--- src/rtl/dsp_mac_stream.sv ---
`default_nettype none
`timescale 1ns/1ps
// ============================================================================
// Module   : dsp_mac_stream
// Brief    : Signed streaming pre-add/multiply/accumulate engine that emits one
//            result per frame over a valid/ready output.
// Revision : 1.0 - initial release
// ============================================================================
module dsp_mac_stream #(
  parameter int AW      = 18,
  parameter int BW      = 18,
  parameter int PW      = 48,
  parameter int MREG    = 1,
  parameter int PRE_EN  = 1,
  parameter int SAT     = 1,
  parameter int MAX_LEN = 1024
) (
  input  logic                               clk,
  input  logic                               rst_n,
  input  logic                               in_valid,
  output logic                               in_ready,
  input  logic signed [AW-1:0]               in_a,
  input  logic signed [BW-1:0]               in_b,
  input  logic signed [BW-1:0]               in_d,
  input  logic                               in_pre_sub,
  input  logic                               in_acc_sub,
  input  logic                               in_last,
  output logic                               out_valid,
  input  logic                               out_ready,
  output logic signed [PW-1:0]               out_p,
  output logic [$clog2(MAX_LEN+1)-1:0]       out_count,
  output logic                               out_ovf,
  output logic                               out_trunc
);

  localparam int                      c_MW      = AW + BW + 1;
  localparam int                      c_CW      = $clog2(MAX_LEN + 1);
  localparam logic [c_CW-1:0]         c_MAX_CNT = c_CW'(MAX_LEN);
  localparam logic signed [PW-1:0]    c_POS_MAX = {1'b0, {(PW-1){1'b1}}};
  localparam logic signed [PW-1:0]    c_NEG_MAX = {1'b1, {(PW-1){1'b0}}};

  logic w_en;
  assign w_en     = ~(out_valid & ~out_ready);
  assign in_ready = w_en;

  // ---------------- S1: pre-adder and operand register ----------------
  logic signed [BW:0] w_pre;

  generate
    if (PRE_EN != 0) begin : g_pre_add
      always_comb begin
        if (in_pre_sub)
          w_pre = {in_d[BW-1], in_d} - {in_b[BW-1], in_b};
        else
          w_pre = {in_d[BW-1], in_d} + {in_b[BW-1], in_b};
      end
    end else begin : g_pre_bypass
      always_comb w_pre = {in_b[BW-1], in_b};
    end
  endgenerate

  logic                r_s1_valid;
  logic signed [AW-1:0] r_s1_a;
  logic signed [BW:0]   r_s1_pre;
  logic                r_s1_acc_sub;
  logic                r_s1_last;

  always_ff @(posedge clk) begin
    if (!rst_n) begin
      r_s1_valid   <= 1'b0;
      r_s1_a       <= '0;
      r_s1_pre     <= '0;
      r_s1_acc_sub <= 1'b0;
      r_s1_last    <= 1'b0;
    end else if (w_en) begin
      r_s1_valid <= in_valid;
      if (in_valid) begin
        r_s1_a       <= in_a;
        r_s1_pre     <= w_pre;
        r_s1_acc_sub <= in_acc_sub;
        r_s1_last    <= in_last;
      end
    end
  end

  // ---------------- S2: multiplier ----------------
  logic signed [c_MW-1:0] w_prod;
  logic signed [PW-1:0]   w_prod_ext;
  assign w_prod     = c_MW'(r_s1_a) * c_MW'(r_s1_pre);
  assign w_prod_ext = PW'(w_prod);

  logic                 w_m_valid;
  logic signed [PW-1:0] w_m;
  logic                 w_m_acc_sub;
  logic                 w_m_last;

  generate
    if (MREG != 0) begin : g_mreg
      logic                 r_s2_valid;
      logic signed [PW-1:0] r_s2_m;
      logic                 r_s2_acc_sub;
      logic                 r_s2_last;

      always_ff @(posedge clk) begin
        if (!rst_n) begin
          r_s2_valid   <= 1'b0;
          r_s2_m       <= '0;
          r_s2_acc_sub <= 1'b0;
          r_s2_last    <= 1'b0;
        end else if (w_en) begin
          r_s2_valid   <= r_s1_valid;
          r_s2_m       <= w_prod_ext;
          r_s2_acc_sub <= r_s1_acc_sub;
          r_s2_last    <= r_s1_last;
        end
      end

      assign w_m_valid   = r_s2_valid;
      assign w_m         = r_s2_m;
      assign w_m_acc_sub = r_s2_acc_sub;
      assign w_m_last    = r_s2_last;
    end else begin : g_mcomb
      assign w_m_valid   = r_s1_valid;
      assign w_m         = w_prod_ext;
      assign w_m_acc_sub = r_s1_acc_sub;
      assign w_m_last    = r_s1_last;
    end
  endgenerate

  // ---------------- S3: accumulator and frame close ----------------
  logic signed [PW-1:0] r_acc;
  logic [c_CW-1:0]      r_count;
  logic                 r_ovf;

  logic signed [PW-1:0] w_base;
  logic signed [PW:0]   w_sum;
  logic                 w_sum_ovf;
  logic signed [PW-1:0] w_res;
  logic [c_CW-1:0]      w_count_nxt;
  logic                 w_frame_end;
  logic                 w_s3_fire;
  logic                 w_s3_done;

  always_comb begin
    w_base = (r_count == '0) ? '0 : r_acc;
    if (w_m_acc_sub)
      w_sum = {w_base[PW-1], w_base} - {w_m[PW-1], w_m};
    else
      w_sum = {w_base[PW-1], w_base} + {w_m[PW-1], w_m};
    // Top two bits disagree exactly when the sum no longer fits in PW bits.
    w_sum_ovf = w_sum[PW] ^ w_sum[PW-1];
    w_res     = w_sum[PW-1:0];
    if (w_sum_ovf && (SAT != 0))
      w_res = w_sum[PW] ? c_NEG_MAX : c_POS_MAX;
    w_count_nxt = r_count + c_CW'(1);
    w_frame_end = w_m_last | (w_count_nxt == c_MAX_CNT);
    w_s3_fire   = w_en & w_m_valid;
    w_s3_done   = w_s3_fire & w_frame_end;
  end

  always_ff @(posedge clk) begin
    if (!rst_n) begin
      r_acc     <= '0;
      r_count   <= '0;
      r_ovf     <= 1'b0;
      out_valid <= 1'b0;
      out_p     <= '0;
      out_count <= '0;
      out_ovf   <= 1'b0;
      out_trunc <= 1'b0;
    end else begin
      if (w_s3_done) begin
        r_acc     <= '0;
        r_count   <= '0;
        r_ovf     <= 1'b0;
        out_valid <= 1'b1;
        out_p     <= w_res;
        out_count <= w_count_nxt;
        out_ovf   <= r_ovf | w_sum_ovf;
        out_trunc <= ~w_m_last;
      end else begin
        if (w_s3_fire) begin
          r_acc   <= w_res;
          r_count <= w_count_nxt;
          r_ovf   <= r_ovf | w_sum_ovf;
        end
        if (out_ready)
          out_valid <= 1'b0;
      end
    end
  end

endmodule
`default_nettype wire

--- config.mk ---
export PLATFORM = sky130hd
export DESIGN_NAME = dsp_mac_stream
export DESIGN_NICKNAME = d
export VERILOG_FILES = /design/src/rtl/dsp_mac_stream.sv
export SDC_FILE = /design/constraint.sdc
export NUM_CORES = 2
export LEC_CHECK = 0
export CAP_MARGIN = 0
export CORE_MARGIN = 3
export CORE_UTILIZATION = 40
export CTS_CLUSTER_DIAMETER = 60
export DETAILED_ROUTE_END_ITERATION = 7
export PLACE_DENSITY = 0.63
export SETUP_SLACK_MARGIN = 0.02
export SYNTH_ARGS = -nofsm -noshare
export SYNTH_HDL_FRONTEND = slang
export SYNTH_SLANG_ARGS = --single-unit
export TNS_END_PERCENT = 100
--- constraint.sdc ---
create_clock -name clk -period 6.9 [get_ports clk]
set_input_delay 1.38 -clock clk [delete_from_list [all_inputs] [get_ports clk]]
set_output_delay 1.38 -clock clk [all_outputs]
set_load 0.005 [all_outputs]
==> run_results.csv <==
group,metric,value,unit
status,status,"complete, no violations",
hold_path,holdCritStartpoint,"r_acc[37]",
synth,syn_area_per_cell,8.255,um2
clock_tree,clk_path_buf_depth,3,
drt,firstDrtPassIters,6,
sta,worstMarginPinSlew,0.9769,ns
clock_tree,cts_setup_buffers,0,
clock_tree,clkTransAtPathRegs,0.06,ns
finish,fin_area,28870,um2
critical_path,reg2reg_depth,20,
critical_path,startpoint_type,"flip-flop",
hold_path,min_path_cells,2,
sta,slew_violations,0,
floorplanning,initial_core_util,0.4063,
drt,vias,20860,
clock_tree,tritoncts,"built",
critical_path,crit_fanout,20,
clock_tree,worstSkewPairLatency,0.60,ns
synth,ys_ff_latch,202,
sta,grt_setup_unrepaired,"false",
sta,fin_worst_skew,0.01903,ns
clock_tree,cts_inserted_buffers,28,
synth,synth-async-reset-ratio,0,
global_routing,met1_usage,0.2979,
synth,yosys_warnings,0,
sta,fin_crit,6.497,ns
critical_path,r2r-end,"g_mreg.r_s2_m[36]",
global_routing,grt-ovfl-total,0,
pwr,p_per_area,212.9,nW/um2
synth,seq_area_frac_synth,0.1572,
drt,drt-total-wl,68.52,mm
critical_path,cp_slowest_cell,"dfxtp_1",
clock_tree,cts_max_level,1,
floorplanning,die_x,259.6,um
sta,fin_tns_setup,0,ns
pwr,ir_worst_vdd,0.2460,mV
finish,antenna_cells,0,
critical_path,required,7.35,ns
finish,areaGrowthSynthToFinish,12.25,%
placed_design,portBuffers,123,
global_routing,grt_pass1_wl,112.1,mm
floorplanning,die_h,259.6,um
finish,layout_commonest_cell,"inv_1",
finish,seq_area,4051,um2
drt,wl_per_cell,16.95,um
drt,postRouteAntennaNets,0,
sta,setup_violations,0,
floorplanning,ios,124,
critical_path,cp-end-kind,"flip-flop",
global_routing,met2_usage,0.3243,
finish,fillerInstances,6307,
clock_tree,clkSinkCount,202,
sta,hold_viol_final,0,
hold_path,whs_endpoint,"r_acc[37]",
global_routing,grt_usage,0.2046,
global_routing,antenna_found_initial,0,
drt,via_per_inst,5.160,
floorplanning,dieArea,67380,um2
global_routing,grt_max_degree,63,
sta,slew_headroom,0.3479,
critical_path,critical_path.cell_chain,"nand2_1 > fa_1 > inv_1 > fa_1 > fa_1 > fa_1 > fa_1 > inv_1 > fa_1 > inv_1 > ha_1 > a21o_1 > nand3_1 > a21oi_1 > o41ai_1 > o211ai_1 > a311oi_2 > a21oi_1 > xnor2_1 > a21oi_1",
critical_path,rrSetupSlack,0.40,ns
clock_tree,cts.root.buffer_cell,"clkbuf_16",
drt,drc,0,
finish,multi_input_area,19300,um2
synth,ys_types,79,
placed_design,gp_congestion,0.9101,
placed_design,hpwl,54.76,mm
critical_path,reg2reg_from,"r_s1_a[10]",
drt,drtIter0Drc,1480,
floorplanning,rows,92,
run,maxCapViolCount,0,
pwr,power.leakage,13.04,nW
global_routing,grt_most_used_layer,"met2",
critical_path,cpMostUsedCell,"fa_1",
synth,syn_area,25720,um2
global_routing,grt.met3_usage,0.02746,
sta,fmax,153.9,MHz
floorplanning,core,63310,um2
finish,drive_gt1_frac,0.05067,
synth,synth_cells,3116,
sta,finalCritPeriodShare,0.9416,
synth,synth_nets,3689,
critical_path,arrival,6.94,ns
synth,synth-edff-count,0,
critical_path,slowest_delay,0.96,ns
synth,synth-main-ff-cell,"dfxtp_1",
hold_path,holdCritPathClass,"flip-flop to flip-flop",
global_routing,first_global_vias,20790,
placed_design,post_dp_cell_area,27930,um2
critical_path,path_class,"flip-flop to flip-flop",
finish,layout_common_cells,"inv_1, nand2_1, fa_1",
finish,nets,3748,
clock_tree,cts_hold_buf,0,
final cells by class:
| type | count | share of cell area |
|---|---|---|
| multi-input combinational | 2281 | 0.6685 |
| sequential | 202 | 0.1403 |
| timing repair buffer | 195 | 0.06162 |
| inverter | 467 | 0.06075 |
| tap | 846 | 0.03666 |
| clock buffer | 33 | 0.02561 |
| clock inverter | 19 | 0.006500 |
synthesized netlist by cell type, types with 12 or more instances:
cell type / count / share of area
nand2b_1: 16 / 0.0039
xnor2_1: 113 / 0.038
a22o_1: 22 / 0.0075
o211ai_1: 20 / 0.0058
o21bai_1: 14 / 0.0041
xor2_1: 35 / 0.012
nor3_1: 40 / 0.0078
a221o_1: 12 / 0.0047
dfxtp_1: 202 / 0.16
nand2_1: 381 / 0.056
clkbuf_1: 144 / 0.021
o21a_1: 27 / 0.0079
a211oi_1: 31 / 0.0090
a31oi_1: 20 / 0.0049
a21oi_1: 208 / 0.040
ha_1: 165 / 0.080
nor4_1: 13 / 0.0032
and2_1: 237 / 0.058
inv_1: 467 / 0.068
fa_1: 347 / 0.27
o21ai_0: 103 / 0.020
maj3_1: 16 / 0.0062
a21o_1: 38 / 0.011
and3_1: 24 / 0.0058
nor2_1: 153 / 0.022
or3_1: 17 / 0.0041
nand3_1: 56 / 0.011
nand4_1: 16 / 0.0039
stage by stage:
step                      utilization  instances  setup slack, ns  hold WS [ns]  power (W)
final                          0.4561       4043           0.4032        0.4417   0.006147
after global routing           0.4561       4043          0.08089        0.4663   0.006667
after CTS                      0.4558       4043           0.1698        0.4513   0.006176
after detailed placement       0.4411       3991           0.1889        0.4374   0.004693
after global placement         0.4411       3991           0.3272        0.4315   0.004664
after floorplan                     -       3116           0.6248        0.4167   0.003838
timing repair:
action / in CTS / in global routing
gates resized for setup: 0 / 8
hold endpoints to repair: 0 / 0
setup endpoints to repair: 0 / 8
worst max-delay path, delay by kind of cell, from the launching register on:
kind	cells	cell delay [ns]
simple gates	2	0.30
buf+inv	3	0.15
fa+ha+maj	7	3.31
flops	1	0.96
compound gates	7	1.45
xor+xnor	1	0.17
registers in the layout (all words and copies together) (netlist names):
| register | cells |
|---|---|
| r_ovf | 1 |
| g_mreg.r_s2_acc_sub | 1 |
| g_mreg.r_s2_valid | 1 |
| r_acc | 48 |
| g_mreg.r_s2_m | 37 |
| r_s1_pre | 19 |
| out_p | 48 |
| r_count | 11 |
| r_s1_valid | 1 |
| r_s1_a | 18 |
| g_mreg.r_s2_last | 1 |
| out_valid | 1 |
| r_s1_last | 1 |
| out_trunc | 1 |
| out_ovf | 1 |
| out_count | 11 |
| r_s1_acc_sub | 1 |
cells by family (layout without fill, tap and decap cells):
group,Yosys count,count (layout),synth area share
simple gates,1010,1010,0.1930
fa+ha+maj,528,528,0.3566
compound gates,587,587,0.1461
mux,8,8,0.003113
flops,202,202,0.1572
xor+xnor,148,148,0.05039
buf+inv,633,714,0.09369
metal layers:
layer	share of wire	routed length (um)
met1	0.48	33090
met2	0.44	29930
met3	0.058	3967
met4	0.022	1526
met5	0	0
report_power, final:
part           switching (W)  total (W)  internal (W)
Combinational        0.00194    0.00327       0.00133
Sequential          0.000156    0.00143       0.00128
Clock               0.000623    0.00144      0.000821
how the worst max path moves through the flow:
stage                  from           endpoint  slack [ns]  cells after the start
2_1_floorplan  r_s1_pre[18]  g_mreg.r_s2_m[31]        0.62                     23
3_3_place_gp      r_s1_a[3]  g_mreg.r_s2_m[31]        0.33                     21
3_5_place_dp      r_s1_a[3]  g_mreg.r_s2_m[31]        0.19                     21
4_1_cts           r_s1_a[3]  g_mreg.r_s2_m[31]        0.17                     21
5_1_grt           r_s1_a[0]  g_mreg.r_s2_m[36]        0.08                     23
6_report         r_s1_a[10]  g_mreg.r_s2_m[36]        0.40                     20
(Power assumes the default switching activity.)
